### config.mk
export PLATFORM = sky130hd
export DESIGN_NAME = tx_wc_fifo
export DESIGN_NICKNAME = d
export VERILOG_FILES = /design/src/rtl/tx_fifo_pkg.sv /design/src/rtl/tx_wc_fifo_ctrl.sv /design/src/rtl/tx_wc_fifo.sv
export SDC_FILE = /design/constraint.sdc
export NUM_CORES = 1
export LEC_CHECK = 0
export CAP_MARGIN = 20
export CORE_ASPECT_RATIO = 0.8
export CORE_MARGIN = 3
export CORE_UTILIZATION = 60
export CTS_BUF_LIST = sky130_fd_sc_hd__clkbuf_8
export DETAILED_ROUTE_END_ITERATION = 16
export HOLD_SLACK_MARGIN = 0.15
export PLACE_DENSITY = 0.79
export SYNTH_ARGS = -nofsm -noshare
export SYNTH_HDL_FRONTEND = slang
export SYNTH_SLANG_ARGS = --single-unit
### constraint.sdc
create_clock -name clk -period 16.53 [get_ports clk]
set_input_delay 4.959 -clock clk [delete_from_list [all_inputs] [get_ports clk]]
set_output_delay 4.959 -clock clk [all_outputs]
set_load 0.005 [all_outputs]
### src/rtl/tx_fifo_pkg.sv
// Shared constants and helpers for the width-converting transmit FIFO.
// The word-select helper works on wide containers so any legal IN_W/OUT_W pair can use it.
package tx_fifo_pkg;

  localparam int DEF_IN_W  = 128;
  localparam int DEF_OUT_W = 32;
  localparam int MAX_IN_W  = 1024;
  localparam int MAX_OUT_W = 256;

  function automatic int calc_ratio(input int in_w, input int out_w);
    return in_w / out_w;
  endfunction

  // Word idx of a block; msb_first picks whether idx 0 is the top or bottom slice.
  function automatic logic [MAX_OUT_W-1:0] select_word(
    input logic [MAX_IN_W-1:0] blk,
    input int                  in_w,
    input int                  out_w,
    input int                  idx,
    input logic                msb_first
  );
    int sh;
    sh = msb_first ? (in_w - (idx + 1) * out_w) : (idx * out_w);
    return MAX_OUT_W'(blk >> sh);
  endfunction

endpackage

### src/rtl/tx_wc_fifo_ctrl.sv
// Pointer, word-index and status control for tx_wc_fifo.
// Flags and counts decode directly from registered pointer state.
module tx_wc_fifo_ctrl #(
  parameter int DEPTH     = 8,
  parameter int RATIO     = 4,
  parameter int AF_THRESH = 6,
  localparam int PW  = $clog2(DEPTH),
  localparam int IW  = (RATIO > 1) ? $clog2(RATIO) : 1,
  localparam int CW  = $clog2(DEPTH + 1),
  localparam int WAW = $clog2(DEPTH * RATIO + 1)
) (
  input  logic           clk,
  input  logic           n_rst,
  input  logic           clear,
  input  logic           tx_enq,
  input  logic           tx_deq_word,
  output logic           wr_en,
  output logic [PW-1:0]  wr_addr,
  output logic [PW-1:0]  rd_addr,
  output logic [IW-1:0]  word_idx,
  output logic           full,
  output logic           empty,
  output logic           almost_full,
  output logic [CW-1:0]  count_blocks,
  output logic [WAW-1:0] words_avail,
  output logic           overflow,
  output logic           underflow
);

  logic [PW:0]   wr_ptr;
  logic [PW:0]   rd_ptr;
  logic [IW-1:0] idx;
  logic          enq_ok;
  logic          deq_ok;
  logic          last_word;

  assign full         = (wr_ptr[PW-1:0] == rd_ptr[PW-1:0]) && (wr_ptr[PW] != rd_ptr[PW]);
  assign empty        = (wr_ptr == rd_ptr);
  assign count_blocks = CW'(wr_ptr - rd_ptr);
  assign almost_full  = (count_blocks >= CW'(AF_THRESH));
  assign words_avail  = WAW'(count_blocks) * WAW'(RATIO) - WAW'(idx);

  // clear wins over both strobes; blocked strobes only touch the error flags
  assign enq_ok    = tx_enq && !full && !clear;
  assign deq_ok    = tx_deq_word && !empty && !clear;
  assign last_word = (idx == IW'(RATIO - 1));

  assign wr_en    = enq_ok;
  assign wr_addr  = wr_ptr[PW-1:0];
  assign rd_addr  = rd_ptr[PW-1:0];
  assign word_idx = idx;

  always_ff @(posedge clk or negedge n_rst) begin
    if (!n_rst) begin
      wr_ptr    <= '0;
      rd_ptr    <= '0;
      idx       <= '0;
      overflow  <= 1'b0;
      underflow <= 1'b0;
    end else if (clear) begin
      wr_ptr    <= '0;
      rd_ptr    <= '0;
      idx       <= '0;
      overflow  <= 1'b0;
      underflow <= 1'b0;
    end else begin
      if (enq_ok)
        wr_ptr <= wr_ptr + (PW+1)'(1);
      if (deq_ok) begin
        if (last_word) begin
          idx    <= '0;
          rd_ptr <= rd_ptr + (PW+1)'(1);
        end else begin
          idx <= idx + IW'(1);
        end
      end
      if (tx_enq && full)
        overflow <= 1'b1;
      if (tx_deq_word && empty)
        underflow <= 1'b1;
    end
  end

endmodule

### src/rtl/tx_wc_fifo.sv
// Width-converting transmit FIFO: IN_W-bit blocks in, OUT_W-bit words out, show-ahead.
// Storage is plain registers without reset; the head word is forced to zero while empty.
module tx_wc_fifo
  import tx_fifo_pkg::*;
#(
  parameter int IN_W      = DEF_IN_W,
  parameter int OUT_W     = DEF_OUT_W,
  parameter int DEPTH     = 8,
  parameter int AF_THRESH = 6,
  parameter int MSB_FIRST = 1
) (
  input  logic                                        clk,
  input  logic                                        n_rst,
  input  logic                                        clear,
  input  logic [IN_W-1:0]                             data_in,
  input  logic                                        tx_enq,
  input  logic                                        tx_deq_word,
  output logic [OUT_W-1:0]                            tx_fifo_out,
  output logic                                        full,
  output logic                                        empty,
  output logic                                        almost_full,
  output logic [$clog2(DEPTH+1)-1:0]                  count_blocks,
  output logic [$clog2(DEPTH*(IN_W/OUT_W)+1)-1:0]     words_avail,
  output logic                                        overflow,
  output logic                                        underflow
);

  localparam int RATIO = calc_ratio(IN_W, OUT_W);
  localparam int PW    = $clog2(DEPTH);
  localparam int IW    = (RATIO > 1) ? $clog2(RATIO) : 1;

  logic [IN_W-1:0]      mem [DEPTH];
  logic                 wr_en;
  logic [PW-1:0]        wr_addr;
  logic [PW-1:0]        rd_addr;
  logic [IW-1:0]        word_idx;
  logic [MAX_IN_W-1:0]  head_ext;
  logic [MAX_OUT_W-1:0] word_ext;

  tx_wc_fifo_ctrl #(
    .DEPTH     (DEPTH),
    .RATIO     (RATIO),
    .AF_THRESH (AF_THRESH)
  ) u_ctrl (
    .clk          (clk),
    .n_rst        (n_rst),
    .clear        (clear),
    .tx_enq       (tx_enq),
    .tx_deq_word  (tx_deq_word),
    .wr_en        (wr_en),
    .wr_addr      (wr_addr),
    .rd_addr      (rd_addr),
    .word_idx     (word_idx),
    .full         (full),
    .empty        (empty),
    .almost_full  (almost_full),
    .count_blocks (count_blocks),
    .words_avail  (words_avail),
    .overflow     (overflow),
    .underflow    (underflow)
  );

  always_ff @(posedge clk) begin
    if (wr_en)
      mem[wr_addr] <= data_in;
  end

  always_comb begin
    head_ext    = MAX_IN_W'(mem[rd_addr]);
    word_ext    = select_word(head_ext, IN_W, OUT_W, int'(word_idx), (MSB_FIRST != 0));
    tx_fifo_out = empty ? '0 : word_ext[OUT_W-1:0];
  end

endmodule

==> out/summary.txt, run 1 <==
Adder-Cell Fraction of Synth Area -> 0.00295
H-tree levels -> 4
Top delay family on crit path -> buffers and inverters
most frequent cells in the layout -> 1,024 x edfxtp_1, 307 x mux2i_1, 179 x clkdlybuf4s50_1, 156 x clkbuf_8, 115 x mux4_2
Final Util -> 0.691
worst setup margin -> 5950 ps
compound-gate portion of the synthesized area -> 0.0516
Post-CTS Setup Repair Bufs -> 0
kind of critical path -> register to primary output
Mapped Nets -> 2,170
Synth cell types -> 47
Tot GR Track Use -> 0.259
global-route wire length before repair -> 135,000 um
routed wire length -> 90,100 um
Final GP Congestion -> 0.735
Clock Path Buffers -> 3
Slew Viols, Final -> 0
Critical Path RT -> 11,570 ps
mux contribution to synthesized area -> 0.139
Inserted Clock Buffers -> 151
Static Leak -> 14.3 nW
CTS sink count -> 1,036
Power Total -> 4.99 mW
FMAX -> 0.0945 GHz
clock latency on the worst-skew pair -> 770 ps
remaining routing DRC violations -> 0
clock-pin slew on the worst setup and hold paths -> 60 ps
Final period util -> 0.640
Synth Register Bits -> 1,036
Synth Cell Area -> 40,700 sq um
synthesized instance count -> 2,028
fraction of registers with async set/reset -> 0.0116
initial core utilization -> 0.612
CP cell instances -> buf_4 -> buf_4 -> mux2i_1 -> a22o_1 -> a221oi_2 -> o22ai_1 -> a2111oi_1 -> clkdlybuf4s50_1
Die ar. -> 70,900 sq um
Root Buffer -> clkbuf_8
via-per-instance ratio -> 6.29
Resized cells post-CTS -> 0
Post-Synth XOR/XNOR Area -> 0.00259
# setup viols final -> 0
Routed Antenna Nets -> 0
core area -> 66,400 sq um
pwr dens -> 109 nW/um^2
number of port buffers -> 179
CP most frequent cell -> buf_4
area delta synth->final -> 12.9%
Congestion Overflow GR -> 0
initial drt markers -> 2,228
min cycle time layout -> 10,580 ps
num ports -> 180
largest net degree at the start of global routing -> 129
register area share after synthesis -> 0.764
die width -> 297 um
vias -> 20,800
post-detail-place hpwl -> 49,000 um
largest stage delay on the critical path -> 960 ps
Yosys warning count -> 0
CP Buf/Inv Count -> 3
# nets final -> 2,422
number of global-route vias before repair -> 21,400
Post-Synth Simple-Gate Area -> 0.0195
row count -> 84
worst-margin pin slew -> 1070 ps
max_cap viols -> 0
RSZ-0062 raised after global routing -> false
worst vdd ir -> 83.9 uV
Die Ht -> 239 um
proportion of layout cells with a drive suffix above 1 -> 0.164
pre-CTS WS -> 6760 ps
initial antenna violation count -> 18
Max-slew headroom -> 0.285
type of origin of the critical path -> register
Syn Area/Cell -> 20.0 sq um
Slowest-stage cell, CP -> dfrtp_4
TNS Setup -> 0 ps
total iterations of the first detailed-routing run -> 6
Hold Vio Cnt, Final -> 0
largest family of logic cells by synthesized area -> multiplexers
Arrival @ worst endpoint -> 5620 ps
DR WL/cell -> 27.2 um
CTS tree -> done
status -> complete, no violations
CP endpoint kind -> primary output
Main synth FF type -> edfxtp_1
Layout Skew -> 27.0 ps
Post-synth EDFFs -> 1,024
Worst Hold Class -> register to register
cts hold-fix bufs -> 0
Worst Path Max Fanout -> 60
commonest non-fill, non-tap cell in the layout -> edfxtp_1
-- sequential cells by signal (all words and copies together), names as in the netlist --
signal,flops
mem,1024
u_ctrl.rd_ptr,4
u_ctrl.overflow,1
u_ctrl.wr_ptr,4
u_ctrl.word_idx,2
u_ctrl.underflow,1
-- layout make-up --
type | count | area [sq um]
diodes | 12 | 30.0
clock buffers | 156 | 2150
clock inverters | 108 | 488
fillers | 3971 | 20500
inverters | 11 | 41.3
multi-input cells | 864 | 8880
flip-flops and latches | 1036 | 31100
well taps | 903 | 1130
repair buffers | 216 | 2140
-- worst min-delay path, cell delays in order, from the launching register on --
cell and delay (ps):
dfrtp_1 350, a21oi_1 40, nor2_1 70
-- synth_stat cells, types with 6 or more instances --
cell,n,share of area
a2111oi_2,22,0.0081
inv_1,9,0.00083
a221oi_2,22,0.0081
xor2_1,7,0.0015
nand2_1,95,0.0088
dfrtp_1,12,0.0074
a22oi_1,40,0.0074
buf_2,28,0.0034
o22ai_1,20,0.0031
ha_1,8,0.0025
clkbuf_1,26,0.0024
nor3_1,18,0.0022
buf_4,22,0.0041
a21oi_1,29,0.0036
nor2_1,35,0.0032
and3_1,16,0.0025
mux2i_1,307,0.076
o21ai_1,13,0.0016
buf_1,16,0.0015
buf_8,6,0.0022
a221oi_1,29,0.0062
buf_6,17,0.0047
mux4_2,115,0.064
a22o_1,50,0.011
edfxtp_1,1024,0.76
-- layer usage --
| metal | share of wire | track usage | vias up |
|---|---|---|---|
| met5 | 0.0015 | 0 | - |
| met3 | 0.11 | 0.0764 | 167 |
| met2 | 0.47 | 0.393 | 1079 |
| met4 | 0.022 | 0.0916 | 20 |
| li1 | - | - | 8875 |
| met1 | 0.40 | 0.367 | 10700 |
-- power breakdown --
part,internal (mW),switching (mW)
combinational,0.101,0.152
clock,0.889,0.914
sequential,2.93,0.00956
-- worst paths after layout --
| check | from | to | slack, ps | cells after the start |
|---|---|---|---|---|
| worst max-delay path | u_ctrl.rd_ptr[1] | tx_fifo_out[31] | 5950 | 8 |
| worst min-delay path | u_ctrl.underflow | u_ctrl.underflow | 500 | 2 |
| worst max register to register | u_ctrl.rd_ptr[0] | mem[0][53] | 11050 | 7 |
| worst min register to register | u_ctrl.underflow | u_ctrl.underflow | 500 | 2 |
| max in group asynchronous | n_rst | u_ctrl.rd_ptr[1] | 11520 | 1 |
| min in group asynchronous | n_rst | u_ctrl.wr_ptr[1] | 4560 | 1 |
-- cells by family after synthesis --
family	Yosys count
buffers and inverters	128
AOI/OAI and AO/OA	239
muxes	422
DFF	1036
adders and majority gates	9
xor gates and xnor gates	12
and+or+nand+nor	182
-- through the flow --
step,instances,hold WS (ps),area (sq um)
3_3_place_gp,3030,482,43300
5_1_grt,3300,544,45900
6_report,3306,498,45900
4_1_cts,3294,507,45900
3_5_place_dp,3030,491,43300
2_1_floorplan,2028,486,40700
No activity file was read; power rests on OpenSTA's default activity.
==> run 2: changes to the inputs <==
CORE_UTILIZATION = 57   (was 60)
clock period = 9.4 ns   (was 16.53 ns; I/O delays follow)
==> run 2 against run 1 <==
Compared with the run above:
- first-iteration DRC count shrank 0.94%
- clock skew is 0.62 ps lower
- core utilization fell by 3.0 points
- count of clock-buffer cells in the layout shrank 2
- sequential cell count did not move
- combinational power up 73%
- clock power increased by 82%
- highest routed layer unchanged
- global-route usage decreased by 1.5 points
- sequential share of layout area fell by 0.24 points
- sequential power is 76% higher
- register-to-register slack got worse by 6400 ps
- non-clock buffer count shrank 3
- largest cell class unchanged
==> out/summary.txt, run 2 (same netlist as run 1, synthesis figures left out) <==
core area -> 69,700 sq um
row count -> 86
initial core utilization -> 0.583
DR WL/cell -> 27.1 um
R2R Path Start -> u_ctrl.rd_ptr[2]
vias -> 20,600
Layout Skew -> 26.4 ps
Post-CTS Setup Repair Bufs -> 0
num ports -> 180
cts hold-fix bufs -> 0
Clock Path Buffers -> 3
Area after DPL -> 43,300 sq um
FMAX -> 0.128 GHz
Inserted Clock Buffers -> 153
worst setup margin -> 1580 ps
area delta synth->final -> 13.3%
R2R cell count -> 7
Slew Viols, Final -> 0
global-route wire length before repair -> 135,000 um
Max-slew headroom -> 0.229
Tot GR Track Use -> 0.244
type of origin of the critical path -> register
Final GP Congestion -> 0.826
Power Total -> 8.87 mW
Critical Path RT -> 6580 ps
Worst R2R End -> mem[3][14]
initial antenna violation count -> 19
Congestion Overflow GR -> 0
R2R Setup Slk -> 4630 ps
Die Ht -> 245 um
min cycle time layout -> 7820 ps
Static Leak -> 14.3 nW
CTS sink count -> 1,036
remaining routing DRC violations -> 0
Die ar. -> 74,600 sq um
kind of critical path -> register to primary output
number of global-route vias before repair -> 21,300
initial drt markers -> 2,207
total iterations of the first detailed-routing run -> 5
Worst Setup EP -> tx_fifo_out[16]
Arrival @ worst endpoint -> 5000 ps
Resized cells post-CTS -> 0
Largest regs -> mem: 1024 flops, u_ctrl.rd_ptr: 4 flops, u_ctrl.wr_ptr: 4 flops
CTS tree -> done
Largest register FFs -> 1,024
Fill cells -> 4,368
pre-CTS WS -> 2580 ps
status -> complete, no violations
max_cap viols -> 0
H-tree levels -> 4
proportion of layout cells with a drive suffix above 1 -> 0.165
post-detail-place hpwl -> 49,100 um
largest net degree at the start of global routing -> 130
pwr dens -> 192 nW/um^2
Worst Path Max Fanout -> 31
RSZ-0062 raised after global routing -> false
Routed Antenna Nets -> 0
clock-pin slew on the worst setup and hold paths -> 60 ps
# nets final -> 2,421
Root Buffer -> clkbuf_8
via-per-instance ratio -> 6.21
Hold Vio Cnt, Final -> 0
CP startpoint -> u_ctrl.word_idx[0]
worst-margin pin slew -> 1150 ps
post-route cell area -> 46,100 sq um
Top reg by flops -> mem
routed wire length -> 89,900 um
number of port buffers -> 179
clock latency on the worst-skew pair -> 790 ps
CP endpoint kind -> primary output
most frequent cells in the layout -> 1,024 x edfxtp_1, 307 x mux2i_1, 179 x clkdlybuf4s50_1, 154 x clkbuf_8, 115 x mux4_2
die width -> 305 um
# setup viols final -> 0
Final period util -> 0.832
worst vdd ir -> 136 uV
Worst Hold Class -> register to register
Final Util -> 0.661
commonest non-fill, non-tap cell in the layout -> edfxtp_1
run 2: cell count changes in the layout (fill, tap and decap cells not counted), sizes merged:
cell    before  now
inv         68   75
diode       12    8
buf         37   34
clkbuf     156  154
bufinv       1    2
clkinv      45   44
run 2: critical path, cell delays in order, from the launching register on:
cell,delay (ps)
dfrtp_1,320
buf_4,340
clkinv_1,330
ha_1,550
nand2b_1,690
buf_4,400
o22ai_1,210
nor3_1,680
clkdlybuf4s50_1,650
run 2: final cells by class:
class,instances,area (sq um),share of cell area
Tap cell,924,1160,0.0251
Antenna cell,8,20.0,0.000434
Sequential cell,1036,31100,0.674
Clock buffer,154,2120,0.0460
Multi-Input combinational cell,864,8890,0.193
Timing Repair Buffer,213,2180,0.0473
Clock inverter,115,609,0.0132
Inverter,11,41.3,0.000896
run 2: power breakdown:
group          switching, mW  internal, mW  total, mW
sequential            0.0172          5.15       5.17
clock                   1.67          1.60       3.27
combinational          0.258         0.179      0.437
run 2: how the worst min path moves through the flow:
stage	start	endpoint	slack (ps)	depth (start not counted)
after floorplan	u_ctrl.overflow	u_ctrl.overflow	490	2
after global placement	u_ctrl.overflow	u_ctrl.overflow	480	2
after detailed placement	u_ctrl.overflow	u_ctrl.overflow	490	2
after CTS	u_ctrl.overflow	u_ctrl.overflow	510	2
after global routing	u_ctrl.overflow	u_ctrl.overflow	540	2
final	u_ctrl.overflow	u_ctrl.overflow	500	2
run 2: metal layers:
metal  part of all wire  GRT usage  wire length (um)
met1               0.41      0.345             36800
met2               0.48      0.379             43100
met3              0.091     0.0661              8220
met4              0.019     0.0727              1670
met5             0.0016          0               146
run 2: per-stage QoR:
stage	setup TNS, ps	std cells	hold WS, ps
CTS	0	3317	506
detailed placement	0	3048	491
global route	0	3323	539
global placement	0	3047	481
finish	0	3325	502
floorplan	-32430	2028	486
